`src/rtl/mem_arbiter_pkg.sv`:
```
// Shared LC-3b types used by the memory arbiter: word, byte-enable mask and arbiter state.
package lc3b_types;

  localparam int unsigned WORD_W  = 16;
  localparam int unsigned WMASK_W = 2;

  typedef logic [WORD_W-1:0]  lc3b_word;
  typedef logic [WMASK_W-1:0] lc3b_mem_wmask;

  typedef enum logic [1:0] {
    ARB_IDLE,
    ARB_GRANT_I,
    ARB_GRANT_D
  } lc3b_arb_state;

endpackage

```
`src/rtl/mem_arbiter.sv`:
```
// Shares one LC-3b memory port between instruction fetch and data accesses, one transaction per grant.
// Optional MEM_ARB_RR_EN: round-robin on ties; default build gives data fixed priority.
module mem_arbiter
  import lc3b_types::*;
(
  input  logic               clk,
  input  logic               rst_n,
  input  logic               i_read,
  input  logic [WORD_W-1:0]  i_address,
  output logic [WORD_W-1:0]  i_rdata,
  output logic               i_resp,
  input  logic               d_read,
  input  logic               d_write,
  input  logic [WORD_W-1:0]  d_address,
  input  logic [WORD_W-1:0]  d_wdata,
  input  logic [WMASK_W-1:0] d_wmask,
  output logic [WORD_W-1:0]  d_rdata,
  output logic               d_resp,
  output logic               pmem_read,
  output logic               pmem_write,
  output logic [WORD_W-1:0]  pmem_address,
  output logic [WORD_W-1:0]  pmem_wdata,
  output logic [WMASK_W-1:0] pmem_wmask,
  input  logic [WORD_W-1:0]  pmem_rdata,
  input  logic               pmem_resp
);

  lc3b_arb_state state;
  lc3b_arb_state state_next;
  logic          d_req;
  logic          tie_pick_i;

  assign d_req   = d_read | d_write;
  assign i_rdata = pmem_rdata;
  assign d_rdata = pmem_rdata;

`ifdef MEM_ARB_RR_EN
  // Last served requester; starts at 1 so fetch wins the first tie.
  logic last_d;

  always_ff @(posedge clk or negedge rst_n) begin
    if (!rst_n) begin
      last_d <= 1'b1;
    end else if (d_resp) begin
      last_d <= 1'b1;
    end else if (i_resp) begin
      last_d <= 1'b0;
    end
  end

  assign tie_pick_i = last_d;
`else
  assign tie_pick_i = 1'b0;
`endif

  always_ff @(posedge clk or negedge rst_n) begin
    if (!rst_n) begin
      state <= ARB_IDLE;
    end else begin
      state <= state_next;
    end
  end

  // Grants last exactly one pmem transaction; every grant returns through IDLE.
  always_comb begin
    state_next = state;
    unique case (state)
      ARB_IDLE: begin
        if (i_read && d_req) begin
          state_next = tie_pick_i ? ARB_GRANT_I : ARB_GRANT_D;
        end else if (i_read) begin
          state_next = ARB_GRANT_I;
        end else if (d_req) begin
          state_next = ARB_GRANT_D;
        end
      end
      ARB_GRANT_I: if (pmem_resp) state_next = ARB_IDLE;
      ARB_GRANT_D: if (pmem_resp) state_next = ARB_IDLE;
      default:     state_next = ARB_IDLE;
    endcase
  end

  // Live mux of the granted requester onto the memory port; write wins over read.
  always_comb begin
    pmem_read    = 1'b0;
    pmem_write   = 1'b0;
    pmem_address = '0;
    pmem_wdata   = '0;
    pmem_wmask   = '0;
    i_resp       = 1'b0;
    d_resp       = 1'b0;
    unique case (state)
      ARB_GRANT_I: begin
        pmem_read    = 1'b1;
        pmem_address = i_address;
        pmem_wmask   = WMASK_W'(2'b11);
        i_resp       = pmem_resp;
      end
      ARB_GRANT_D: begin
        pmem_address = d_address;
        if (d_write) begin
          pmem_write = 1'b1;
          pmem_wdata = d_wdata;
          pmem_wmask = d_wmask;
        end else begin
          pmem_read  = 1'b1;
          pmem_wmask = WMASK_W'(2'b11);
        end
        d_resp = pmem_resp;
      end
      default: ;
    endcase
  end

endmodule

```
`config.mk`:
```
export PLATFORM = sky130hd
export DESIGN_NAME = mem_arbiter
export DESIGN_NICKNAME = d
export VERILOG_FILES = /design/src/rtl/mem_arbiter_pkg.sv /design/src/rtl/mem_arbiter.sv
export SDC_FILE = /design/constraint.sdc
export NUM_CORES = 1
export LEC_CHECK = 0
export BUFFER_PORTS_ARGS = -buffer_cell sky130_fd_sc_hd__buf_2
export CORE_MARGIN = 3
export CORE_UTILIZATION = 26
export DETAILED_ROUTE_END_ITERATION = 10
export HOLD_SLACK_MARGIN = 0.12
export PLACE_DENSITY_LB_ADDON = 0.1
export REMOVE_ABC_BUFFERS = 1
export SKIP_CTS_REPAIR_TIMING = 1
export SYNTH_ARGS = -nofsm -noshare
export SYNTH_HDL_FRONTEND = slang
export SYNTH_SLANG_ARGS = --single-unit
```
`constraint.sdc`:
```
create_clock -name clk -period 2.1 [get_ports clk]
set_input_delay 0.21 -clock clk [delete_from_list [all_inputs] [get_ports clk]]
set_output_delay 0.21 -clock clk [all_outputs]
set_load 0.05 [all_outputs]
```
=== Yosys cells after proc, flatten, opt, wreduce, memory -nomap -nowiden ===
Cells that the tools add are included.

* Equal/unequal tests: 4
* Multiplexer cells: 16
* Bitwise operators: 1
* Reductions and logical operators: 4

{| class="wikitable"
|+ Operators by type and width
! kind !! number
|-
| two-way mux 16 bit || 2
|-
| one-hot mux 16 bit (2 select lines) || 1
|-
| two-way mux 2 bit || 5
|-
| one-hot mux 2 bit (2 select lines) || 2
|-
| two-way mux 1 bit || 5
|-
| != test 4 bit (second input constant) || 1
|-
| equality test 2 x 1 -> 1 bit (second input constant) || 1
|-
| equality test 2 bit (second input constant) || 1
|-
| zero test 2 bit || 1
|-
| != test 2 x 1 -> 1 bit (second input constant) || 1
|-
| one-hot mux 1 bit (2 select lines) || 1
|-
| AND reduction 2 bit || 1
|-
| OR reduction 2 bit || 1
|-
| logical AND 1 bit || 1
|-
| OR 1 bit || 1
|}

* Flip-flop bits (word level): 2
* Bits of input ports: 72
* Output and inout bits: 70
* Word-level logic and storage cells: 26

=== Logic depth before layout (Yosys ltp) ===
* Word-level depth: 5
* Depth in mapped cells: 6
* Gate-level depth less buffers: 5

=== Worst setup path before layout ===
OpenSTA, ideal clock, no wires.

* Path kind: register to output
* From: reg state[1]
* To: out pmem_read
* Arrival time: 1941 ps
* Data required time: 1890 ps
* Path slack: -51 ps
* Stages on the path, launching flop included: 5
* Buffers on the path: 0
* Path through: dfrtp_1 inv_1 ha_1 nand2_1 o21ai_0

* Longest elaborated chain between the ends: 2
* Elaborated cells on any way between the ends: 3
* Classes of those cells: eq/ne: 2; mux: 1

{| class="wikitable"
|+ Ends and longest elaborated chain
! what !! line !! source
|-
| start, declared || mem_arbiter.sv:28 || <nowiki>lc3b_arb_state state;</nowiki>
|-
| start signal, assigned || mem_arbiter.sv:60 || <nowiki>state <= state_next;</nowiki>
|-
| equality test 2 bit / equality test 2 x 1 -> 1 bit (equally long branches) || mem_arbiter.sv:92 || <nowiki>unique case (state)</nowiki>
|-
| one-hot mux 1 bit (2 select lines) * || mem_arbiter.sv:92 ||
|-
| end, declared || mem_arbiter.sv:19 || <nowiki>output logic pmem_read,</nowiki>
|}

Mark *: on every way between the ends. The rest lies on a longest branch, timed or not.

=== Final worst setup path ===
* From: reg state[1]
* To: out pmem_address[13]

* Longest elaborated chain between the ends: 2
* Elaborated cells on any way between the ends: 3
* Classes of those cells: eq/ne: 2; mux: 1

{| class="wikitable"
|+ Ends and longest elaborated chain
! what !! line !! source
|-
| equality test 2 bit / equality test 2 x 1 -> 1 bit (equally long branches) || mem_arbiter.sv:92 ||
|-
| one-hot mux 16 bit (2 select lines) * || mem_arbiter.sv:92 ||
|-
| end, declared || mem_arbiter.sv:21 || <nowiki>output logic [WORD_W-1:0] pmem_address,</nowiki>
|}

Marked as above.

==> impl_metrics.json <==
{
  "status": "completed",
  "synth_warnings": 0,
  "max_cap_violations": 0,
  "grt_usage": 0.148,
  "dr.pass1.iters": 4,
  "cts_tree": "built",
  "worstPathCellList": "inv_1 -> ha_1 -> and2_4 -> a22o_1 -> buf_2",
  "criticalPathCategory": "flip-flop to primary output",
  "yosys-mux-area-fraction": 0,
  "synth-adder-area-share": 0.0659,
  "p_leak_nw": 0.693,
  "synth_area_leaders": "buf_4 (32%), a22o_1 (18%), and3_1 (13%)",
  "ir_worst_vdd_mv": 0.753,
  "io_pins": 142,
  "dp_hpwl_um": 2470,
  "crit_path_start_kind": "flip-flop",
  "drc_errors": 0,
  "critical_path_buf_inv_count": 2,
  "antenna_found_initial": 0,
  "final_util": 0.383,
  "fp-row-count": 18,
  "wl_per_cell_um": 15.4,
  "routed_via_density": 4.74,
  "critPathSlowestCell": "dfrtp_1",
  "synth-xor-area-share": 0,
  "fin_hold_ws_ns": 0.258,
  "clock_tree.root_cell": "clkbuf_4",
  "place_inst": 184,
  "finalCritPeriodShare": 0.934,
  "min_period_ns": 1.96,
  "cp_max_fo": 16,
  "cp.required_ns": 1.89,
  "synth_area_um2": 759,
  "largest_reg_flops": 2,
  "postSynthCellCount": 99,
  "ys_seq_area_frac": 0.0659,
  "die_w_um": 60.0,
  "worst_slew_pin_slew_ns": 0.262,
  "die_y_um": 60.0,
  "clkSinkCount": 2,
  "syn_to_final_growth_pct": 32.8,
  "relSlewSlack": 0.826,
  "num_vias": 892,
  "grt_max_degree": 22,
  "cts.path.max_buffers": 2,
  "gp_routability_congestion": 0.726,
  "synth-seq-cells": 2,
  "critical-path-top-delay-family": "flip-flops",
  "fmax_mhz": 510,
  "slew_violations": 0,
  "powerDensity_nw_per_um2": 1740,
  "synth_compound_area_frac": 0.227,
  "final_cells": 188,
  "clk_pin_slew_ns": 0.03,
  "rsz0062_at_grt": "no",
  "yosysUniqueCellTypes": 19,
  "grt_pass1_wl_um": 3950,
  "top_regs": "state x2",
  "coreArea_um2": 2640,
  "finClkSkew_ns": 0.00203,
  "grt_pass1_vias": 848,
  "max_stage_delay_ns": 0.39,
  "hold_violations": 0,
  "final_common_cell": "buf_2",
  "yosys.area.top_type": "buf_4",
  "grt-ovfl-total": 0,
  "top_register": "state",
  "cts_max_level": 1,
  "layout.nets": 236,
  "ant_nets": 0,
  "worst_skew_pair.late_latency_ns": 0.22,
  "layout-drive-gt1-share": 0.627,
  "dieArea_um2": 3610,
  "io_buffers": 93,
  "numCtsBuffers": 3,
  "initial_core_util": 0.288,
  "setup_viol_count_final": 0,
  "diodes": 0,
  "hold_class": "input pin to flip-flop",
  "arrival_ns": 1.75,
  "synth_top_family_by_area": "buffers and inverters",
  "synth-simple-area-share": 0.241,
  "yosysTopAreaCellShare": 0.316,
  "tns_ns": 0,
  "drt_iter0_drc": 14,
  "endpoint_kind": "primary output",
  "syn_area_per_cell_um2": 7.67,
  "layout_common_cells": "buf_2 (93), a22o_1 (16), and3_1 (16)",
  "finalWirelength_um": 2890
}
## worst min-delay path: cells and delay by family
kind / cells / cell delay [ns]
buf+inv: 1 / 0.07
simple gates: 2 / 0.10
compound gates: 1 / 0.06
## through the flow
stage | worst slack, ns | instance area, um2 | power, mW
2_1_floorplan | -0.120 | 463 | 1.30
3_3_place_gp | 0.152 | 973 | 1.66
3_5_place_dp | 0.106 | 973 | 1.66
4_1_cts | -0.137 | 996 | 1.76
5_1_grt | 0.0393 | 1010 | 1.88
6_report | 0.139 | 1010 | 1.75
## cells by family (layout without fill, tap and decap cells)
group           Yosys count  in the layout
buf+inv                  41            100
flops                     2              2
fa+ha+maj                 4              4
simple gates             30             30
compound gates           22             22
## final cells by class
type | instances | area [um2]
clock buffers | 3 | 22.5
flip-flops and latches | 2 | 50.0
repair buffers | 95 | 483
well taps | 30 | 37.5
multi-input cells | 56 | 408
inverters | 2 | 7.51
fillers | 289 | 1630
## routing by layer
layer | wire (um) | part of all wire | track usage
met1 | 1070 | 0.37 | 0.162
met2 | 1050 | 0.36 | 0.182
met3 | 766 | 0.27 | 0.168
met4 | 0 | 0 | 0.0285
met5 | 0 | 0 | 0.0794
## power breakdown
part           switching [mW]  internal, mW
logic                    1.18         0.411
clock network          0.0221        0.0631
registers              0.0189        0.0579
## synthesized netlist by cell type
library cell,number
nand2_1,3
and2_1,4
inv_1,2
buf_4,32
dfrtp_1,2
o21ai_0,1
nand2b_1,1
nand3b_1,2
and3_1,16
nor2_1,1
a22o_1,16
buf_6,4
o211ai_1,1
ha_1,4
a21oi_1,2
nor2b_1,2
clkbuf_1,3
and2_4,1
o21ai_1,2
## worst paths after layout
path | from | to | slack, ns | depth (start not counted)
setup / recovery | state[1] | pmem_address[13] | 0.14 | 5
hold / removal | d_read | state[0] | 0.26 | 4
setup reg to reg | state[1] | state[0] | 0.81 | 5
hold reg to reg | state[0] | state[0] | 0.57 | 2
max in group asynchronous | rst_n | state[1] | 1.70 | 2
min in group asynchronous | rst_n | state[0] | 0.30 | 2
Power figures use the tool's default switching activity.
